--- src/rtl/data_mem_arbiter_pkg.sv ---
// Shared types for the data-memory arbiter: data/address widths and the
// arbiter state encoding.
package data_mem_arbiter_pkg;

  localparam int unsigned DATA_BITS      = 8;
  localparam int unsigned DATA_ADDR_BITS = 8;

  typedef logic [DATA_BITS-1:0]      data_t;
  typedef logic [DATA_ADDR_BITS-1:0] data_memory_address_t;

  typedef enum logic [1:0] {
    ARB_IDLE,
    ARB_READ_WAIT,
    ARB_WRITE_WAIT,
    ARB_RELEASE
  } arb_state_t;

  // Width of an index into n channels; never narrower than one bit.
  function automatic int unsigned index_width(input int unsigned n);
    return (n > 1) ? $clog2(n) : 1;
  endfunction

endpackage

--- src/rtl/data_mem_arbiter_select.sv ---
// Combinational request picker: returns the first set request found when
// scanning upward from start_index, wrapping past the top channel to 0.
module arb_priority_select
  import data_mem_arbiter_pkg::*;
#(
  parameter  int unsigned NUM_REQUESTS = 4,
  localparam int unsigned IDX_W        = index_width(NUM_REQUESTS)
) (
  input  logic [NUM_REQUESTS-1:0] request,
  input  logic [IDX_W-1:0]        start_index,
  output logic                    found,
  output logic [IDX_W-1:0]        index
);

  // One extra bit so start_index + offset cannot overflow before the wrap.
  logic [IDX_W:0] cand;

  always_comb begin
    found = 1'b0;
    index = '0;
    cand  = '0;
    for (int unsigned i = 0; i < NUM_REQUESTS; i++) begin
      cand = {1'b0, start_index} + (IDX_W+1)'(i);
      if (cand >= (IDX_W+1)'(NUM_REQUESTS)) begin
        cand = cand - (IDX_W+1)'(NUM_REQUESTS);
      end
      if (!found && request[cand[IDX_W-1:0]]) begin
        found = 1'b1;
        index = cand[IDX_W-1:0];
      end
    end
  end

endmodule

--- src/rtl/data_mem_arbiter.sv ---
// Shares one data-memory port among NUM_CONSUMERS LSU channels, one
// transaction at a time. Define DATA_MEM_ARB_ROUND_ROBIN_EN for round-robin
// grant; otherwise the lowest requesting index always wins.
module data_mem_arbiter
  import data_mem_arbiter_pkg::*;
#(
  parameter int unsigned NUM_CONSUMERS = 4
) (
  input  logic                       clk,
  input  logic                       reset,

  input  logic [NUM_CONSUMERS-1:0]   consumer_read_valid,
  input  data_memory_address_t       consumer_read_address [NUM_CONSUMERS],
  output logic [NUM_CONSUMERS-1:0]   consumer_read_ready,
  output data_t                      consumer_read_data [NUM_CONSUMERS],

  input  logic [NUM_CONSUMERS-1:0]   consumer_write_valid,
  input  data_memory_address_t       consumer_write_address [NUM_CONSUMERS],
  input  data_t                      consumer_write_data [NUM_CONSUMERS],
  output logic [NUM_CONSUMERS-1:0]   consumer_write_ready,

  output logic                       mem_read_valid,
  output data_memory_address_t       mem_read_address,
  input  logic                       mem_read_ready,
  input  data_t                      mem_read_data,

  output logic                       mem_write_valid,
  output data_memory_address_t       mem_write_address,
  output data_t                      mem_write_data,
  input  logic                       mem_write_ready
);

  localparam int unsigned IDX_W = index_width(NUM_CONSUMERS);
  typedef logic [IDX_W-1:0] idx_t;

  arb_state_t               state, state_next;
  idx_t                     grant;
  idx_t                     sel_index;
  idx_t                     start_index;
  logic                     sel_found;
  logic                     serving_read;
  logic                     served_valid;
  logic                     read_done;
  logic                     write_done;
  logic [NUM_CONSUMERS-1:0] eligible;
  data_t                    read_data_q [NUM_CONSUMERS];

  assign eligible     = consumer_read_valid | consumer_write_valid;
  assign read_done    = (state == ARB_READ_WAIT)  && mem_read_ready;
  assign write_done   = (state == ARB_WRITE_WAIT) && mem_write_ready;
  assign served_valid = serving_read ? consumer_read_valid[grant]
                                     : consumer_write_valid[grant];

`ifdef DATA_MEM_ARB_ROUND_ROBIN_EN
  idx_t priority_ptr;

  always_ff @(posedge clk) begin
    if (reset) begin
      priority_ptr <= '0;
    end else if (read_done || write_done) begin
      priority_ptr <= (grant == idx_t'(NUM_CONSUMERS - 1)) ? '0 : grant + idx_t'(1);
    end
  end

  assign start_index = priority_ptr;
`else
  assign start_index = '0;
`endif

  arb_priority_select #(
    .NUM_REQUESTS (NUM_CONSUMERS)
  ) u_select (
    .request     (eligible),
    .start_index (start_index),
    .found       (sel_found),
    .index       (sel_index)
  );

  always_ff @(posedge clk) begin
    if (reset) begin
      state <= ARB_IDLE;
    end else begin
      state <= state_next;
    end
  end

  always_comb begin
    state_next = state;
    unique case (state)
      ARB_IDLE: begin
        if (sel_found) begin
          state_next = consumer_read_valid[sel_index] ? ARB_READ_WAIT : ARB_WRITE_WAIT;
        end
      end
      ARB_READ_WAIT:  if (mem_read_ready)  state_next = ARB_RELEASE;
      ARB_WRITE_WAIT: if (mem_write_ready) state_next = ARB_RELEASE;
      ARB_RELEASE:    if (!served_valid)   state_next = ARB_IDLE;
      default:        state_next = ARB_IDLE;
    endcase
  end

  // Request fields are captured only on the grant edge; a read wins over a
  // write from the same consumer, leaving the write pending for a later grant.
  always_ff @(posedge clk) begin
    if (reset) begin
      grant             <= '0;
      serving_read      <= 1'b0;
      mem_read_address  <= '0;
      mem_write_address <= '0;
      mem_write_data    <= '0;
      for (int unsigned i = 0; i < NUM_CONSUMERS; i++) begin
        read_data_q[i] <= '0;
      end
    end else begin
      if (state == ARB_IDLE && sel_found) begin
        grant        <= sel_index;
        serving_read <= consumer_read_valid[sel_index];
        if (consumer_read_valid[sel_index]) begin
          mem_read_address <= consumer_read_address[sel_index];
        end else begin
          mem_write_address <= consumer_write_address[sel_index];
          mem_write_data    <= consumer_write_data[sel_index];
        end
      end
      if (read_done) begin
        read_data_q[grant] <= mem_read_data;
      end
    end
  end

  // The completion pulse coincides with the memory handshake, so the load
  // result is forwarded in that cycle and held from the register afterwards.
  always_comb begin
    mem_read_valid       = (state == ARB_READ_WAIT);
    mem_write_valid      = (state == ARB_WRITE_WAIT);
    consumer_read_ready  = '0;
    consumer_write_ready = '0;
    for (int unsigned i = 0; i < NUM_CONSUMERS; i++) begin
      consumer_read_data[i] = read_data_q[i];
    end
    if (read_done && !reset) begin
      consumer_read_ready[grant] = 1'b1;
      consumer_read_data[grant]  = mem_read_data;
    end
    if (write_done && !reset) begin
      consumer_write_ready[grant] = 1'b1;
    end
  end

endmodule

--- config.mk ---
export PLATFORM = sky130hd
export DESIGN_NAME = data_mem_arbiter
export DESIGN_NICKNAME = d
export VERILOG_FILES = /design/src/rtl/data_mem_arbiter_pkg.sv /design/src/rtl/data_mem_arbiter_select.sv /design/src/rtl/data_mem_arbiter.sv
export SDC_FILE = /design/constraint.sdc
export NUM_CORES = 1
export LEC_CHECK = 0
export BUFFER_PORTS_ARGS = -buffer_cell sky130_fd_sc_hd__buf_2
export CAP_MARGIN = 20
export CORE_UTILIZATION = 46
export DETAILED_ROUTE_END_ITERATION = 8
export PLACE_DENSITY = 0.78
export SETUP_SLACK_MARGIN = 0.15
export SYNTH_ARGS = -nofsm -noshare
export SYNTH_HDL_FRONTEND = slang
export SYNTH_SLANG_ARGS = --single-unit
export TNS_END_PERCENT = 10
--- constraint.sdc ---
create_clock -name clk -period 2.6 [get_ports clk]
set_clock_uncertainty 0.15 [all_clocks]
set_input_delay 0.26 -clock clk [delete_from_list [all_inputs] [get_ports clk]]
set_output_delay 0.26 -clock clk [all_outputs]
set_load 0.005 [all_outputs]
==> reports/summary.txt, run 1 <==
Max VDD drop: 0.331 mV
Crit Reg-Reg Endpoint: read_data_q[0][6]
Slew @ Worst Pin: 1070 ps
Worst-skew pair later-pin latency: 330 ps
FF+latch count, synth: 61
Fmax: 413 MHz
Core area: 7450 sq um
Initial Util: 48.6%
Dpl cells: 628
# port buffers: 181
Register-to-Register Path Depth: 7
Hold_buf cts: 0
Mapped Cells: 362
Routed len/inst: 17.3 microns
Clk buf depth: 2
FP Rows: 31
Hold Startpoint: consumer_read_address[29]
Crit. Startpoint: state[1]
Overall Global Routing Usage: 28.2%
Clk sinks: 61
Mapped Nets: 482
Endpoints failing setup: 0
Primary FF master, synth: edfxtp_1
Share of cells above drive strength 1: 48.7%
Mean Syn Cell Area: 10.0 sq um
Non-filler cells, final: 649
CTS tree: built
GP Congestion: 0.897
Hold WS: 108 ps
Root buf cell: clkbuf_8
Rel. slew slack: 28.4%
Num CTS Buffers: 9
Largest net degree at the start of global routing: 26
EDFF count, synth: 32
Post-route minimum period: 2420 ps
Total Routed Length: 11.2 mm
# H-tree levels: 3
Asr flop ratio synth: 0%
Critical Path AT: 2010 ps
Area grow syn2layout: 35.7%
Vias in the first global route: 3,846
Via count: 3,717
Ports: 182
Static leakage: 2.22 nW
Grt ovf: 0
Status: finished, final reports clean
Vias per cell: 5.73
Sequential share of the synthesized area: 42.6%
Die width: 90.7 microns
Critical path required time: 2190 ps
Final Cycle Share: 93.1%
Critical-path cell list: inv_2, ha_4, nand3b_1, buf_4, nor2_4, mux2_2, buf_2
Final Max Slew Viols: 0
Max-cap violations: 0
Chip Height: 90.7 microns
RSZ-0062 raised after global routing: yes
Crit Path Class: reg2out
Min-Delay Path Class: in2reg
Overall power: 3.16 mW
Slowest cell delay on critical path: 380 ps
Synthesized area: 3620 sq um
First-pass GRT wire length: 18.3 mm
Setup_tns: 0 ps
Net count, final: 665
Final core utilization: 66.0%
Final ANT Viol Nets: 0
Clock Pin Slew Worst Setup and Hold Paths: 70 ps
CP Launch Type: flop
Hold Path Stages: 3
Slowest CP cell: mux2_2
Crit path max fanout: 9
Synth Warn #: 0
Number of remaining DRC errors: 0
FF-to-FF Start: state[1]
Diode count: 0
Placed cell areas: 4620 sq um
Worst R2R Setup Slack: 410 ps
Drt first pass iters: 5
Post-DP HPWL: 8.23 mm
Die Footprint: 8230 sq um
Setup WS post-layout: 180 ps
Post-synth cell types: 49
CP Capture Type: output port
P per Cell Area: 644 nW/um^2
Initial antenna violation count: 0
Place WS: 314 ps
Iteration-0 DRC Markers: 183
Post-route cell area: 4910 sq um
Hold endpoint: mem_read_address[5]
Fin. Hold Viols: 0
[logic make-up after synthesis]
| logic type | synth area share [%] |
|---|---|
| mux | 9.06 |
| compound gates | 22.1 |
| flops | 42.6 |
| simple gates | 20.8 |
| buf+inv | 4.08 |
| fa+ha+maj | 1.38 |
[where the power goes]
part / internal (mW) / switching (mW) / leakage (nW)
Clock: 0.543 / 0.421 / 0.107
Sequential: 1.15 / 0.0888 / 0.569
Combinational: 0.477 / 0.484 / 1.54
Total: 2.17 / 0.994 / 2.22
[layout make-up]
class / count / area [sq um]
clock buffers: 9 / 124
clock inverters: 7 / 97.6
fillers: 620 / 2530
inverters: 9 / 33.8
multi-input cells: 267 / 1960
flip-flops and latches: 61 / 1540
well taps: 99 / 124
repair buffers: 197 / 1030
[layout by cell type, fill, tap and decap left out, drive strengths merged, types with 2 or more instances in the layout]
cell    instances
o221a           2
a32o           24
mux2           25
buf           196
and2           33
nor3           11
nor2b           3
o211ai          2
bufinv          2
dfxtp          29
a21oi           4
edfxtp         32
inv            10
nand3          40
nand2           6
and3            3
or2            13
a21o            9
nand2b          3
o22a           15
nor2           15
clkbuf          9
mux2i           2
a31oi           8
ha              4
o21ai          28
nor4            2
clkinv          3
[per-layer routing]
layer	GRT usage (%)	routed length (microns)
met5	0	0
met4	14.4	329
met3	4.88	730
met2	49.3	5640
met1	33.0	4510
[repair_timing]
action,in CTS,in global routing
setup buffers,3,0
cloned,1,0
setup endpoints to repair,25,41
pin swaps,2,0
resized for setup,8,2
endpoints found under the hold margin,0,0
[how the worst max path moves through the flow]
stage                                   endpoint  slack, ps  cells past startpoint
after floorplan           consumer_read_data[13]        410                      6
after global placement         mem_write_data[1]        350                      5
after detailed placement    mem_write_address[0]        310                      5
after CTS                 consumer_read_data[27]        170                      7
after global routing      consumer_read_data[27]         60                      7
final                      consumer_read_data[7]        180                      7
[cell usage after synthesis, types with 2 or more instances]
master	number	share of area, %
a21o_1	9	1.9
and2_1	32	5.5
o221a_2	2	0.62
nand2b_1	3	0.52
mux2_2	24	7.5
edfxtp_1	32	27
inv_1	9	0.93
nor2_1	14	1.5
buf_2	10	1.4
o22a_1	15	3.6
mux2i_1	2	0.55
or2_2	13	2.2
clkbuf_1	14	1.5
nor2b_1	3	0.52
o211ai_1	2	0.41
nor3_1	10	1.4
a32o_1	24	6.6
ha_1	4	1.4
o21ai_0	27	3.7
dfxtp_1	29	16
nand3_1	40	5.5
nand2_1	6	0.62
and3_1	3	0.52
a31oi_1	8	1.4
a21oi_1	3	0.41
[flip-flops by register name (all words and copies together) (netlist names)]
signal,flops
mem_read_address,8
state,2
mem_write_data,8
read_data_q,32
serving_read,1
mem_write_address,8
grant,2
[worst max-delay path, delay by kind of cell (launching register included)]
kind / cells / cell delay [ps]
buffers and inverters: 3 / 410
AND/OR/NAND/NOR: 2 / 380
multiplexers: 1 / 380
flip-flops: 1 / 340
adder cells (fa/ha/maj): 1 / 150
No activity file was read; power rests on OpenSTA's default activity.
==> run 2, diff against run 1 <==
==> constraint.sdc (replaced) <==
create_clock -name clk -period 2.6 [get_ports clk]
set_clock_uncertainty 0.15 [all_clocks]
set_input_delay 0.13 -clock clk [delete_from_list [all_inputs] [get_ports clk]]
set_output_delay 0.13 -clock clk [all_outputs]
set_load 0.005 [all_outputs]
==> reports/summary.txt, run 2 (synthesis results as in run 1) <==
Status: finished, final reports clean
Fin. Hold Viols: 0 (unchanged)
Max VDD drop: 0.395 mV (+19%)
Sw Ratio: 31.5% (+0.14 points)
Total Routed Length: 11.3 mm (+0.71%)
Critical Path AT: 2120 ps (+110 ps)
# H-tree levels: 3 (unchanged)
Core area: 7450 sq um (unchanged)
Static leakage: 2.25 nW (+1.7%)
Area grow syn2layout: 37.8%
Initial antenna violation count: 0 (unchanged)
Clk buf depth: 2 (unchanged)
Iteration-0 DRC Markers: 205 (+12%)
Max-cap violations: 0 (unchanged)
Net count, final: 678 (+2.0%)
Die Footprint: 8230 sq um (unchanged)
Most common cell after layout, fill and taps aside: buf_2
Critical path required time: 2320 ps (+130 ps)
Crit path max fanout: 15 (+6)
Share of cells above drive strength 1: 47.4% (-1.3 points)
Overall power: 3.02 mW (-4.4%)
CTS tree: built
Worst R2R Setup Slack: 280 ps (-130 ps)
Min-Delay Path Class: in2reg
Via count: 3,780 (+1.7%)
Worst-skew pair later-pin latency: 330 ps (about the same)
Initial Util: 48.6% (unchanged)
Final ANT Viol Nets: 0 (unchanged)
Fmax: 416 MHz (+0.75%)
Vias in the first global route: 3,791 (-1.4%)
Pint: 2.07 mW (-4.6%)
Endpoints failing setup: 0 (unchanged)
Post-DP HPWL: 8.37 mm (+1.7%)
Routed len/inst: 17.0 microns (-1.3%)
Combinational Power Share: 32.5% (+2.1 points)
Number of remaining DRC errors: 0 (unchanged)
FP Rows: 31 (unchanged)
Slew @ Worst Pin: 666 ps (-409 ps)
Biggest register: read_data_q
Diode count: 0 (unchanged)
RSZ-0062 raised after global routing: yes
Num CTS Buffers: 9 (unchanged)
Final Cycle Share: 92.4% (-0.70 points)
Max reg flops: 32 (unchanged)
P per Cell Area: 606 nW/um^2 (-5.9%)
Clk sinks: 61 (unchanged)
CP Capture Type: output port
Chip Height: 90.7 microns (unchanged)
Ports: 182 (unchanged)
CP Launch Type: flop
GP Congestion: 0.881 (-1.8%)
Final Max Slew Viols: 0 (unchanged)
Die width: 90.7 microns (unchanged)
First-pass GRT wire length: 18.1 mm (-1.4%)
Largest net degree at the start of global routing: 26 (unchanged)
Placed cell areas: 4620 sq um (unchanged)
Rel. slew slack: 55.0% (+27 points)
Post-route cell area: 4990 sq um (+1.5%)
Overall Global Routing Usage: 27.5% (-0.68 points)
Root buf cell: clkbuf_8
P_sw: 954 uW (-4.0%)
Clk pwr share: 27.0% (-3.5 points)
Grt ovf: 0 (unchanged)
# port buffers: 181 (unchanged)
Drt first pass iters: 5 (unchanged)
Setup_tns: 0 ps (unchanged)
Vias per cell: 5.71 (-0.30%)
Most frequent cells in the layout: buf_2, nand3_1, and2_1, edfxtp_1, dfxtp_1
Sequential share of power: 40.5% (+1.3 points)
Post-route minimum period: 2400 ps (-18.1 ps)
Crit Path Class: reg2out
Clock Pin Slew Worst Setup and Hold Paths: 60 ps (about the same)
## run 2: area by class of cell
type | instances | area (sq um)
clock buffer | 9 | 124
sequential | 61 | 1540
clock inverter | 7 | 65.1
multi-input combinational | 268 | 1950
inverter | 9 | 36.3
fill | 610 | 2460
tap | 99 | 124
timing repair buffer | 209 | 1150
## run 2: final timing paths
path | start | to | cells after the start
worst max-delay path | state[1] | consumer_read_data[24] | 7
worst min-delay path | consumer_read_address[29] | mem_read_address[5] | 3
worst max register to register | state[0] | mem_read_address[7] | 6
worst min register to register | mem_write_address[4] | mem_write_address[4] | 1
## run 2: per-layer routing
layer | wire [microns] | vias up | part of all wire (%) | GRT usage [%]
li1 | - | 1784 | - | -
met1 | 4650 | 1796 | 41 | 31.9
met2 | 5700 | 173 | 50 | 48.7
met3 | 682 | 27 | 6.0 | 6.57
met4 | 253 | 0 | 2.2 | 10.8
met5 | 0 | - | 0 | 0
## run 2: what timing repair did
action,CTS,global route
gates resized for setup,1,5
endpoints found under the hold margin,12,0
hold buffers,11,0
pin swaps,0,3
endpoints found under the setup margin,8,40
setup buffers,0,5
gates cloned,0,1
## run 2: power by group through the flow
stage | clock, mW | combinational (mW) | sequential (mW)
final | 0.816 | 0.983 | 1.22
after global routing | 0.872 | 1.08 | 1.24
after CTS | 0.822 | 0.960 | 1.22
after detailed placement | 0 | 0.939 | 1.24
after global placement | 0 | 0.917 | 1.23
after floorplan | 0 | 0.586 | 1.23
## run 2: metrics by stage
| step | worst slack [ps] | instances | hold WS [ps] | util, % |
|---|---|---|---|---|
| floorplan | 447 | 362 | 178 | - |
| global placement | 489 | 628 | 295 | 62.1 |
| detailed placement | 390 | 628 | 290 | 62.1 |
| CTS | 159 | 655 | 1.05 | 66.1 |
| global route | 96.4 | 662 | 9.08 | 67.0 |
| finish | 198 | 662 | 5.86 | 67.0 |
## run 2: critical path, stage by stage (launching register included)
cell      delay (ps)
dfxtp_1          330
inv_1            110
ha_2             220
nand3b_1         200
nor3_2           250
buf_6            190
mux2_2           360
buf_2            130
==> run 3, diff against run 2 <==
--- a/config.mk
+++ b/config.mk
@@ -9,7 +9,7 @@
 export CAP_MARGIN = 20
 export CORE_UTILIZATION = 46
 export DETAILED_ROUTE_END_ITERATION = 8
-export PLACE_DENSITY = 0.78
+export PLACE_DENSITY = 0.81
 export SETUP_SLACK_MARGIN = 0.15
 export SYNTH_ARGS = -nofsm -noshare
 export SYNTH_HDL_FRONTEND = slang
==> reports/summary.txt, run 3 (synthesis results as in run 1) <==
Fmax: 414 MHz (-0.55%)
Placed cell areas: 4650 sq um (+0.65%)
RSZ-0062 raised after global routing: no
Routed len/inst: 17.0 microns (-0.52%)
Largest net degree at the start of global routing: 25 (-3.8%)
Status: finished, final reports clean
Net count, final: 690 (+1.8%)
Area grow syn2layout: 42.7%
Initial Util: 48.6% (unchanged)
Slew @ Worst Pin: 699 ps (+32.8 ps)
Clock Pin Slew Worst Setup and Hold Paths: 70 ps (about the same)
Biggest register: read_data_q
Post-route minimum period: 2410 ps (+13.2 ps)
Min-Delay Path Class: in2reg
Die Footprint: 8230 sq um (unchanged)
Clk buf depth: 2 (unchanged)
Share of cells above drive strength 1: 47.7% (+0.23 points)
Post-route cell area: 5170 sq um (+3.6%)
Overall Global Routing Usage: 28.7% (+1.2 points)
Final ANT Viol Nets: 0 (unchanged)
Fin. Hold Viols: 0 (unchanged)
Critical path required time: 2320 ps (about the same)
Post-DP HPWL: 8.22 mm (-1.8%)
CP Capture Type: output port
Most frequent cells in the layout: buf_2, nand3_1, and2_1, edfxtp_1, o21ai_0
Total Routed Length: 11.4 mm (+1.3%)
FP Rows: 31 (unchanged)
Sequential share of power: 38.8% (-1.7 points)
Max VDD drop: 0.325 mV (-18%)
Number of remaining DRC errors: 0 (unchanged)
Max reg flops: 32 (unchanged)
Crit path max fanout: 10 (-5)
Most common cell after layout, fill and taps aside: buf_2
Grt ovf: 0 (unchanged)
Ports: 182 (unchanged)
Diode count: 0 (unchanged)
Vias per cell: 5.67 (-0.66%)
Sw Ratio: 31.1% (-0.46 points)
Drt first pass iters: 5 (unchanged)
Number of fill cells: 570 (-6.6%)
Final Cycle Share: 92.9% (+0.51 points)
Final core utilization: 69.4% (+2.4 points)
CP Launch Type: primary input
Root buf cell: clkbuf_8
Pint: 2.21 mW (+6.6%)
# port buffers: 181 (unchanged)
Clk sinks: 61 (unchanged)
Worst-skew pair later-pin latency: 340 ps (about the same)
CTS tree: built
Via count: 3,823 (+1.1%)
Die width: 90.7 microns (unchanged)
P per Cell Area: 619 nW/um^2 (+2.2%)
Hold WS: 11.9 ps (+5.99 ps)
Rel. slew slack: 52.7% (-2.2 points)
# H-tree levels: 3 (unchanged)
GP Congestion: 0.865 (-1.8%)
Iteration-0 DRC Markers: 248 (+21%)
Num CTS Buffers: 9 (unchanged)
Clk pwr share: 28.6% (+1.6 points)
Combinational Power Share: 32.6% (about the same)
Static leakage: 2.34 nW (+4.0%)
Initial antenna violation count: 0 (unchanged)
P_sw: 995 uW (+4.3%)
Overall power: 3.20 mW (+5.9%)
Core area: 7450 sq um (unchanged)
Setup_tns: 0 ps (unchanged)
Endpoints failing setup: 0 (unchanged)
Final Max Slew Viols: 0 (unchanged)
Max-cap violations: 0 (unchanged)
Crit Path Class: in2out
Chip Height: 90.7 microns (unchanged)
Vias in the first global route: 3,719 (-1.9%)
First-pass GRT wire length: 18.6 mm (+2.8%)
Critical Path AT: 2130 ps (about the same)
-- run 3: power by group through the flow --
stage | Clock, mW | Sequential, mW | Combinational (mW)
after floorplan | 0 | 1.23 | 0.586
after global placement | 0 | 1.24 | 0.915
after detailed placement | 0 | 1.25 | 0.951
after CTS | 0.930 | 1.23 | 0.985
after global routing | 0.983 | 1.26 | 1.13
final | 0.916 | 1.24 | 1.04
-- run 3: cell type report --
cell class | count | area [sq um] | share of cell area, %
Multi-Input combinational cell | 267 | 1970 | 38.2
Sequential cell | 61 | 1550 | 29.9
Timing Repair Buffer | 222 | 1270 | 24.7
Clock buffer | 9 | 124 | 2.40
Tap cell | 99 | 124 | 2.40
Clock inverter | 7 | 90.1 | 1.74
Inverter | 9 | 36.3 | 0.702
-- run 3: per-layer routing --
layer	GRT usage [%]	vias to the layer above	part of all wire, %
met3	8.50	36	7.2
met2	47.0	209	50
li1	-	1801	-
met4	12.5	0	3.4
met1	34.9	1777	39
met5	0	-	0
-- run 3: what timing repair did --
item	CTS	global route
hold endpoints to repair	21	0
resized for setup	3	15
hold buffers	20	0
setup endpoints to repair	24	30
cloned	0	1
pin swaps	0	2
buffers inserted	0	4
-- run 3: per-stage QoR --
| stage | instances | setup slack (ps) |
|---|---|---|
| 2_1_floorplan | 362 | 447 |
| 3_3_place_gp | 631 | 512 |
| 3_5_place_dp | 632 | 413 |
| 4_1_cts | 668 | 91.1 |
| 5_1_grt | 674 | 106 |
| 6_report | 674 | 185 |
-- run 3: worst max-delay path, cell delays in order --
cell	delay (ps)
dlygate4sd3_1	530
buf_2	190
nand3b_1	190
buf_4	180
nor3_4	250
buf_6	180
mux2_2	350
buf_2	130
-- run 3: path summary, 6_finish.rpt --
kind | endpoint | startpoint | cells after the start | slack [ps]
setup / recovery | consumer_read_data[24] | reset | 8 | 190
hold / removal | read_data_q[3][5] | mem_read_data[5] | 2 | 10
setup reg to reg | mem_read_address[2] | state[0] | 7 | 470
hold reg to reg | mem_write_address[3] | mem_write_address[3] | 1 | 310
